<file path="config.mk">
export PLATFORM = sky130hd
export DESIGN_NAME = xbar_banks_pea_seq
export DESIGN_NICKNAME = d
export VERILOG_FILES = /design/src/rtl/xbar_banks_pea_seq.sv
export SDC_FILE = /design/constraint.sdc
export NUM_CORES = 1
export LEC_CHECK = 0
export BUFFER_PORTS_ARGS = -buffer_cell sky130_fd_sc_hd__clkbuf_2
export CAP_MARGIN = 20
export CORE_MARGIN = 2
export CORE_UTILIZATION = 46
export CTS_CLUSTER_DIAMETER = 60
export DETAILED_ROUTE_END_ITERATION = 10
export PLACE_DENSITY = 0.72
export SYNTH_ARGS = -nofsm -noshare
export SYNTH_HDL_FRONTEND = slang
export SYNTH_SLANG_ARGS = --single-unit
</file>
<file path="constraint.sdc">
create_clock -name clk_i -period 20.5 [get_ports clk_i]
set_input_delay 2.05 -clock clk_i [delete_from_list [all_inputs] [get_ports clk_i]]
set_output_delay 2.05 -clock clk_i [all_outputs]
set_load 0.005 [all_outputs]
</file>
<file path="src/rtl/xbar_banks_pea_seq.sv">
// xbar_banks_pea_seq: table-driven sequencer producing registered crossbar selects for PE/bank routing
// Ports: clk_i/rst_i (async active-high); cfg_we_i/cfg_addr_i/cfg_sel_*_i/cfg_rep_i write the entry table;
// n_entries_i/n_loops_i/start_i launch a run; abort_i ends it; stall_i freezes it when XBAR_SEQ_STALL_EN is defined;
// busy_o/valid_o/done_o report status; sel_dmem_pea_o/sel_pea_dmem_o drive the crossbar.
module xbar_banks_pea_seq #(
  parameter int N_PE_PER_GROUP         = 4,
  parameter int N_BANKS_PER_STREAM     = 4,
  parameter int LOG_N_PE_PER_GROUP     = 2,
  parameter int LOG_N_BANKS_PER_STREAM = 2,
  parameter int N_CFG                  = 8,
  parameter int LOG_N_CFG              = $clog2(N_CFG),
  parameter int REP_W                  = 8,
  parameter int LOOP_W                 = 16
) (
  input  logic                                         clk_i,
  input  logic                                         rst_i,
  input  logic                                         cfg_we_i,
  input  logic [LOG_N_CFG-1:0]                         cfg_addr_i,
  input  logic [N_PE_PER_GROUP*LOG_N_BANKS_PER_STREAM-1:0] cfg_sel_dmem_pea_i,
  input  logic [N_BANKS_PER_STREAM*LOG_N_PE_PER_GROUP-1:0] cfg_sel_pea_dmem_i,
  input  logic [REP_W-1:0]                             cfg_rep_i,
  input  logic [LOG_N_CFG:0]                           n_entries_i,
  input  logic [LOOP_W-1:0]                            n_loops_i,
  input  logic                                         start_i,
  input  logic                                         abort_i,
  input  logic                                         stall_i,
  output logic                                         busy_o,
  output logic                                         valid_o,
  output logic                                         done_o,
  output logic [N_PE_PER_GROUP*LOG_N_BANKS_PER_STREAM-1:0] sel_dmem_pea_o,
  output logic [N_BANKS_PER_STREAM*LOG_N_PE_PER_GROUP-1:0] sel_pea_dmem_o
);
  localparam int DW = N_PE_PER_GROUP*LOG_N_BANKS_PER_STREAM;
  localparam int PW = N_BANKS_PER_STREAM*LOG_N_PE_PER_GROUP;
  localparam int EW = LOG_N_CFG+1;
  typedef enum logic [1:0] {IDLE, RUN, DONE} state_t;
  state_t                state_q, state_d;
  logic [LOG_N_CFG-1:0]  ptr_q, ptr_d, ptr_nxt;
  logic [REP_W-1:0]      rep_q, rep_d;
  logic [LOOP_W-1:0]     loop_q, loop_d, n_loops_q, n_loops_d;
  logic [EW-1:0]         n_ent_q, n_ent_d;
  logic [DW-1:0]         sel_dmem_q, sel_dmem_d;
  logic [PW-1:0]         sel_pea_q, sel_pea_d;
  logic [DW-1:0]         tab_dmem [N_CFG];
  logic [PW-1:0]         tab_pea  [N_CFG];
  logic [REP_W-1:0]      tab_rep  [N_CFG];
  logic                  stall, last_rep, last_ent, last_loop;
`ifdef XBAR_SEQ_STALL_EN
  assign stall = stall_i;
`else
  assign stall = 1'b0;
`endif
  assign ptr_nxt   = ptr_q + LOG_N_CFG'(1);
  assign last_rep  = rep_q == tab_rep[ptr_q];
  assign last_ent  = ({1'b0, ptr_q} + EW'(1)) == n_ent_q;
  assign last_loop = loop_q == n_loops_q;
  assign busy_o         = state_q == RUN;
  assign valid_o        = (state_q == RUN) && !stall;
  assign done_o         = state_q == DONE;
  assign sel_dmem_pea_o = sel_dmem_q;
  assign sel_pea_dmem_o = sel_pea_q;
  // Selects are registered: the value for the next cycle is chosen here, so
  // launch loads entry 0 and every exit from RUN loads zero.
  always_comb begin
    state_d    = state_q;
    ptr_d      = ptr_q;
    rep_d      = rep_q;
    loop_d     = loop_q;
    n_ent_d    = n_ent_q;
    n_loops_d  = n_loops_q;
    sel_dmem_d = sel_dmem_q;
    sel_pea_d  = sel_pea_q;
    case (state_q)
      IDLE: if (start_i && n_entries_i != '0 && n_entries_i <= EW'(N_CFG)) begin
        state_d    = RUN;
        ptr_d      = '0;
        rep_d      = '0;
        loop_d     = '0;
        n_ent_d    = n_entries_i;
        n_loops_d  = n_loops_i;
        sel_dmem_d = tab_dmem[0];
        sel_pea_d  = tab_pea[0];
      end
      RUN: if (abort_i) begin
        state_d    = IDLE;
        sel_dmem_d = '0;
        sel_pea_d  = '0;
      end else if (!stall) begin
        rep_d = last_rep ? '0 : rep_q + REP_W'(1);
        if (last_rep && !last_ent) begin
          ptr_d      = ptr_nxt;
          sel_dmem_d = tab_dmem[ptr_nxt];
          sel_pea_d  = tab_pea[ptr_nxt];
        end else if (last_rep && !last_loop) begin
          ptr_d      = '0;
          loop_d     = loop_q + LOOP_W'(1);
          sel_dmem_d = tab_dmem[0];
          sel_pea_d  = tab_pea[0];
        end else if (last_rep) begin
          state_d    = DONE;
          sel_dmem_d = '0;
          sel_pea_d  = '0;
        end
      end
      default: state_d = IDLE;
    endcase
  end
  always_ff @(posedge clk_i or posedge rst_i) begin
    if (rst_i) begin
      state_q    <= IDLE;
      ptr_q      <= '0;
      rep_q      <= '0;
      loop_q     <= '0;
      n_ent_q    <= '0;
      n_loops_q  <= '0;
      sel_dmem_q <= '0;
      sel_pea_q  <= '0;
    end else begin
      state_q    <= state_d;
      ptr_q      <= ptr_d;
      rep_q      <= rep_d;
      loop_q     <= loop_d;
      n_ent_q    <= n_ent_d;
      n_loops_q  <= n_loops_d;
      sel_dmem_q <= sel_dmem_d;
      sel_pea_q  <= sel_pea_d;
    end
  end
  // The table is frozen while a run is in progress.
  always_ff @(posedge clk_i or posedge rst_i) begin
    if (rst_i) begin
      for (int i = 0; i < N_CFG; i++) begin
        tab_dmem[i] <= '0;
        tab_pea[i]  <= '0;
        tab_rep[i]  <= '0;
      end
    end else if (cfg_we_i && state_q != RUN) begin
      tab_dmem[cfg_addr_i] <= cfg_sel_dmem_pea_i;
      tab_pea[cfg_addr_i]  <= cfg_sel_pea_dmem_i;
      tab_rep[cfg_addr_i]  <= cfg_rep_i;
    end
  end
endmodule

</file>
=== Word level (Yosys, flattened, before mapping) ===
Cells that the tools add are included.

* Bits of input ports: 53
* Bits in registers: 257
* Logic and storage cells: 121

* Reductions and logical operators: 17
* Magnitude comparators: 5
* Add/subtract/negate cells: 4
* Eq/ne operators: 15
* Bitwise logic cells: 3
* Multiplexer cells: 45

{| class="wikitable"
|+ Operator list
! kind !! count
|-
| $bwmux W64 || 3
|-
| $mux W8 || 19
|-
| $bmux W8 S3 || 3
|-
| $mux W16 || 4
|-
| $pmux W8 S2 || 3
|-
| $pmux W16 S2 || 1
|-
| $demux W8 S3 || 1
|-
| $add A16 B1 Y16 const B || 1
|-
| $eq A16 B16 Y1 || 1
|-
| $ge A4 B4 Y1 const B || 3
|-
| $mux W3 || 4
|-
| $not A3 Y4 || 3
|-
| $mux W2 || 5
|-
| $add A8 B1 Y8 const B || 1
|-
| $eq A8 B8 Y1 || 1
|-
| $reduce_and A4 Y1 || 2
|-
| $logic_and A1 B1 Y1 || 6
|-
| $ne A2 B2 Y1 const B || 3
|-
| $ne A3 B3 Y1 const B || 2
|-
| $pmux W3 S2 || 1
|-
| $reduce_and A3 Y1 || 2
|-
| $ne A5 B2 Y1 const B || 1
|-
| $reduce_and A5 Y1 || 1
|-
| $add A3 B1 Y4 const B || 1
|-
| other kinds (15) || 17
|}

=== Longest topological paths before layout ===
* Word-level depth: 10
* Mapped depth: 11
* Gate-level depth less buffers: 8

=== Worst setup path after synthesis ===
Ideal clock, no wire load.

* Path type: input-to-reg
* Start point: in n_entries_i[1]
* End point: reg loop_q[13]
* Required time: 20,422 ps
* Cell stages on the path: 7
* Data arrival time: 3,811 ps
* Setup time: 78 ps
* Setup slack: 16,611 ps
* Cells stage by stage: o31ai_1 -> nand4_1 -> nand2_1 -> and3_1 -> nand2_1 -> or4b_1 -> a21oi_1

* Word-level cells in the longest chain between the ends: 5
* Elaborated cells on any way between the ends: 6
* Those cells by class: order compare (1); eq/ne (1); reduce/logical (4)

{| class="wikitable"
|+ Ends and longest elaborated chain
! element !! RTL line !! text
|-
| start: declaration || 22 || <nowiki>input logic [LOG_N_CFG:0] n_entries_i,</nowiki>
|-
| parallel branches: the longest is 2 deep, another holds $le A4 B4 Y1 || - ||
|-
| $logic_and A1 B1 Y1 * || 74 || <nowiki>IDLE: if (start_i && n_entries_i != '0 && n_entries_i <= EW'(N_CFG)) begin</nowiki>
|-
| $ne A2 B2 Y1 (no line) * || - ||
|-
| $reduce_and A5 Y1 (no line) * || - ||
|-
| end signal: assignment || 122 || <nowiki>loop_q <= loop_d;</nowiki>
|-
| end: declaration || 40 || <nowiki>logic [LOOP_W-1:0] loop_q, loop_d, n_loops_q, n_loops_d;</nowiki>
|}

Mark *: on every way between the ends.
A chain may end at the register's enable or synchronous reset.

=== Final worst setup path ===
* Start point: reg ptr_q[0]
* End point: reg sel_pea_q[1] (netlist: sel_pea_dmem_o[1])

* Word-level cells in the longest chain between the ends: 10
* Elaborated cells on any way between the ends: 21
* Those cells by class: add/sub (2); eq/ne (3); mux (10); bitwise (2); reduce/logical (4)

{| class="wikitable"
|+ Ends and longest elaborated chain
! element !! RTL line !! text
|-
| start: declaration || 38 || <nowiki>logic [LOG_N_CFG-1:0] ptr_q, ptr_d, ptr_nxt;</nowiki>
|-
| start signal: assignment || 120 || <nowiki>ptr_q <= ptr_d;</nowiki>
|-
| $not A3 Y4 (implied by the code) || 54 || <nowiki>assign last_rep = rep_q == tab_rep[ptr_q];</nowiki>
|-
| $bmux W8 S3 || 54 ||
|-
| $mux W8 (implied by the code) (2 in series) || 54 ||
|-
| $eq A8 B8 Y1 || 54 ||
|-
| $logic_and A1 B1 Y1 || 94 || <nowiki>end else if (last_rep && !last_loop) begin</nowiki>
|-
| $mux W8 || 94 ||
|-
| $mux W8 || 90 || <nowiki>if (last_rep && !last_ent) begin</nowiki>
|-
| $mux W8 || 84 || <nowiki>RUN: if (abort_i) begin</nowiki>
|-
| $pmux W8 S2 || 73 || <nowiki>case (state_q)</nowiki>
|-
| end signal: assignment || 126 || <nowiki>sel_pea_q <= sel_pea_d;</nowiki>
|-
| end: declaration || 43 || <nowiki>logic [PW-1:0] sel_pea_q, sel_pea_d;</nowiki>
|}

Parallel ways exist; a longest one is shown, timed or not. The select of a mux whose other input is x is not followed.

==> run_results.csv <==
group,metric,value,unit
setup_path,rrSetupSlack,16110,ps
clocking,h-tree-depth,1,
min_path,worst_hold_path.num_cells,1,
synth,yosysUniqueCellTypes,60,
clocking,clock_sinks,257,
run,drv_cap,0,
sta,drv_slew,0,
clocking,cts_resized,0,
outcome,failed_checks,"DRC",
setup_path,crit_start,"ptr_q[0]$_DFFE_PP0P_",
setup_path,cp_common_cell,"buf_4",
sta,slew-limit-headroom,0.293,
synth,synthArstFlopShare,1.00,
final_layout,final_layout_size_suffix_gt1_frac,0.408,
pwr,intPower,0.00111,W
pwr,power.total,0.00152,W
pwr,power_leakage,6.02,nW
final_layout,fin_util,0.531,
route,dr_total_vias,7580,
route,postRouteAntennaNets,0,
clocking,cts_setup_buffers,0,
min_path,hp-start,"tab_dmem[15]$_DFFE_PP0P_",
clocking,cts_buffers,28,
pwr,p_switching,0.000405,W
min_path,holdCritPathClass,"reg2reg",
setup_path,reg2reg_depth,10,
clocking,cts_tree,"built",
route,first_pass_iters,8,
synth,ys_seq_area_frac,0.524,
global_route,gr-total-overflow,0,
final_layout,final_cell_mix,"dfrtp_1, mux2_2, nand2_1, clkbuf_2, mux4_2",
final_layout,fin_cells,1329,
setup_path,cp_cell_sequence,"buf_4 -> ha_1 -> xor2_2 -> buf_4 -> xnor2_1 -> o211a_2 -> nand3_1 -> o41ai_1 -> a32o_1 -> mux2_2",
sta,finalSetupViolCount,0,
placed_design,port_buffers,70,
floorplanning,pin_count,72,
sta,fmax,228,MHz
route,drt-initial-drc-count,377,
setup_path,slowest_stage,"o41ai_1",
sta,min_period,4390,ps
placed_design,dpl.hpwl,16400,µm
setup_path,cp-start-kind,"flip-flop",
synth,yosys_warnings,0,
clocking,clk_latency,550,ps
setup_path,critPathMaxStageDelay,930,ps
synth,ys_ff_latch,257,
clocking,clockBufferDepth,3,
floorplanning,start_util,0.469,
global_route,grt_pass1_vias,8098,
setup_path,crit_buf_inv,2,
clocking,cts_root_buf,"clkbuf_16",
global_route,grt_use_total,0.196,
synth,syn_inst,905,
pwr,power_density,109,mW/mm²
setup_path,endpoint_kind,"flip-flop",
sta,tightest_slew,1050,ps
synth,syn_area_per_cell,13.6,µm²
final_layout,nNetsFinal,1029,
clocking,path_clk_slew,60,ps
placed_design,dp_cells,1276,
sta,rsz0062_at_grt,"false",
sta,timing.final.crit_share,0.214,
synth,syn_nets,961,
pwr,p_sw_frac,0.267,
route,drc,6,
setup_path,critical_path.top_delay_family,"compound AO/OA/AOI/OAI gates",
floorplanning,dieWidth,167,µm
final_layout,final_common_cell,"dfrtp_1",
floorplanning,coreArea,0.0261,mm²
final_layout,area_growth,13.2,%
route,wl_per_cell,20.0,µm
pwr,peakVddDrop,0.0818,mV
clocking,cts_hold_buf,0,
synth,synthFlopType,"dfrtp_1",
route,wl,26600,µm
synth,syn_area,0.0123,mm²
global_route,grt_pass1_wl,43600,µm
setup_path,cp_data_required_time,20970,ps
global_route,antenna_found_initial,1,
pwr,p_comb_frac,0.210,
setup_path,path_max_fanout,42,
sta,skew,28.8,ps
synth,synth_edf_count,0,
route,vias_per_cell,5.70,
pwr,clockPowerShare,0.325,
sta,hold_viol_final,0,
outcome,outcome,"complete, but fails checks",
setup_path,timing.rr.start,"ptr_q[0]$_DFFE_PP0P_",
placed_design,gp_congestion,0.778,
final_layout,fillers,2224,
setup_path,arrival,4860,ps
floorplanning,rows,59,
floorplanning,dieArea,0.0280,mm²
global_route,grt_max_degree,115,
sta,fin_tns_setup,0,ps
floorplanning,chipHeight,167,µm
setup_path,cp.depth,10,
setup_path,setup.worst_path.class,"reg2reg",
pwr,p_seq_frac,0.465,
-- power groups by stage --
stage / combinational, W / clock, W / sequential [W]
after detailed placement: 0.000321 / 0 / 0.000713
after floorplan: 0.000258 / 0 / 0.000691
final: 0.000319 / 0.000492 / 0.000706
after CTS: 0.000322 / 0.000503 / 0.000705
after global placement: 0.000311 / 0 / 0.000706
after global routing: 0.000352 / 0.000526 / 0.000721
-- final cells by class --
| cell class | instances | area (µm²) | area share |
|---|---|---|---|
| clock inverter | 6 | 70.1 | 0.00505 |
| timing repair buffer | 87 | 505 | 0.0364 |
| tap | 335 | 419 | 0.0302 |
| sequential | 257 | 6430 | 0.464 |
| inverter | 21 | 86.3 | 0.00622 |
| antenna | 1 | 2.50 | 0.000180 |
| multi-input combinational | 578 | 5520 | 0.398 |
| clock buffer | 44 | 841 | 0.0606 |
-- sequential cells by signal, indices dropped and copies added (netlist names) --
register        count
tab_dmem           64
sel_dmem_pea_o      8
sel_pea_dmem_o      8
ptr_q               3
n_ent_q             4
rep_q               8
tab_rep            64
state_q             2
n_loops_q          16
loop_q             16
tab_pea            64
-- cells in the mapped netlist, drive strengths merged (7+ instances only) --
cell type | n | area (µm²)
o31ai | 13 | 97.6
and3 | 11 | 68.8
xor2 | 21 | 191
o21ai | 12 | 60.1
clkbuf | 26 | 97.6
nor2 | 9 | 33.8
or4 | 12 | 90.1
o221ai | 14 | 185
inv | 21 | 78.8
buf | 23 | 148
nand3 | 14 | 75.1
nand2 | 97 | 364
mux2 | 211 | 2380
a21oi | 15 | 75.1
mux2i | 33 | 343
dfrtp | 257 | 6430
nand4 | 7 | 43.8
mux4 | 42 | 946
-- final timing paths --
check	end
setup / recovery	sel_pea_dmem_o[1]$_DFFE_PP0P_
hold / removal	tab_dmem[15]$_DFFE_PP0P_
setup reg to reg	sel_pea_dmem_o[1]$_DFFE_PP0P_
hold reg to reg	tab_dmem[15]$_DFFE_PP0P_
max in group asynchronous	tab_pea[9]$_DFFE_PP0P_
min in group asynchronous	n_loops_q[9]$_DFFE_PP0P_
-- routing by layer --
| layer | vias up | track usage | wire length (µm) |
|---|---|---|---|
| met1 | 3935 | 0.272 | 11900 |
| met5 | - | 0 | 13 |
| li1 | 3478 | - | - |
| met2 | 127 | 0.326 | 13000 |
| met4 | 2 | 0.0491 | 455 |
| met3 | 38 | 0.0303 | 1260 |
-- logic make-up after synthesis --
logic type               synth area share
AND/OR/NAND/NOR                    0.0741
XOR/XNOR                           0.0192
multiplexers                        0.299
adder cells (fa/ha/maj)           0.00306
flip-flops                          0.524
AO/OA/AOI/OAI                      0.0543
buffers and inverters              0.0264
-- per-stage QoR --
stage                     instance area, µm²  setup slack (ps)  hold slack [ps]
after floorplan                        12300             11380              461
after global placement                 12900             15230              482
after detailed placement               12900             15150              484
after CTS                              13800             15730              501
after global routing                   13900             15830              511
final                                  13900             16110              499
Power figures use the tool's default switching activity.
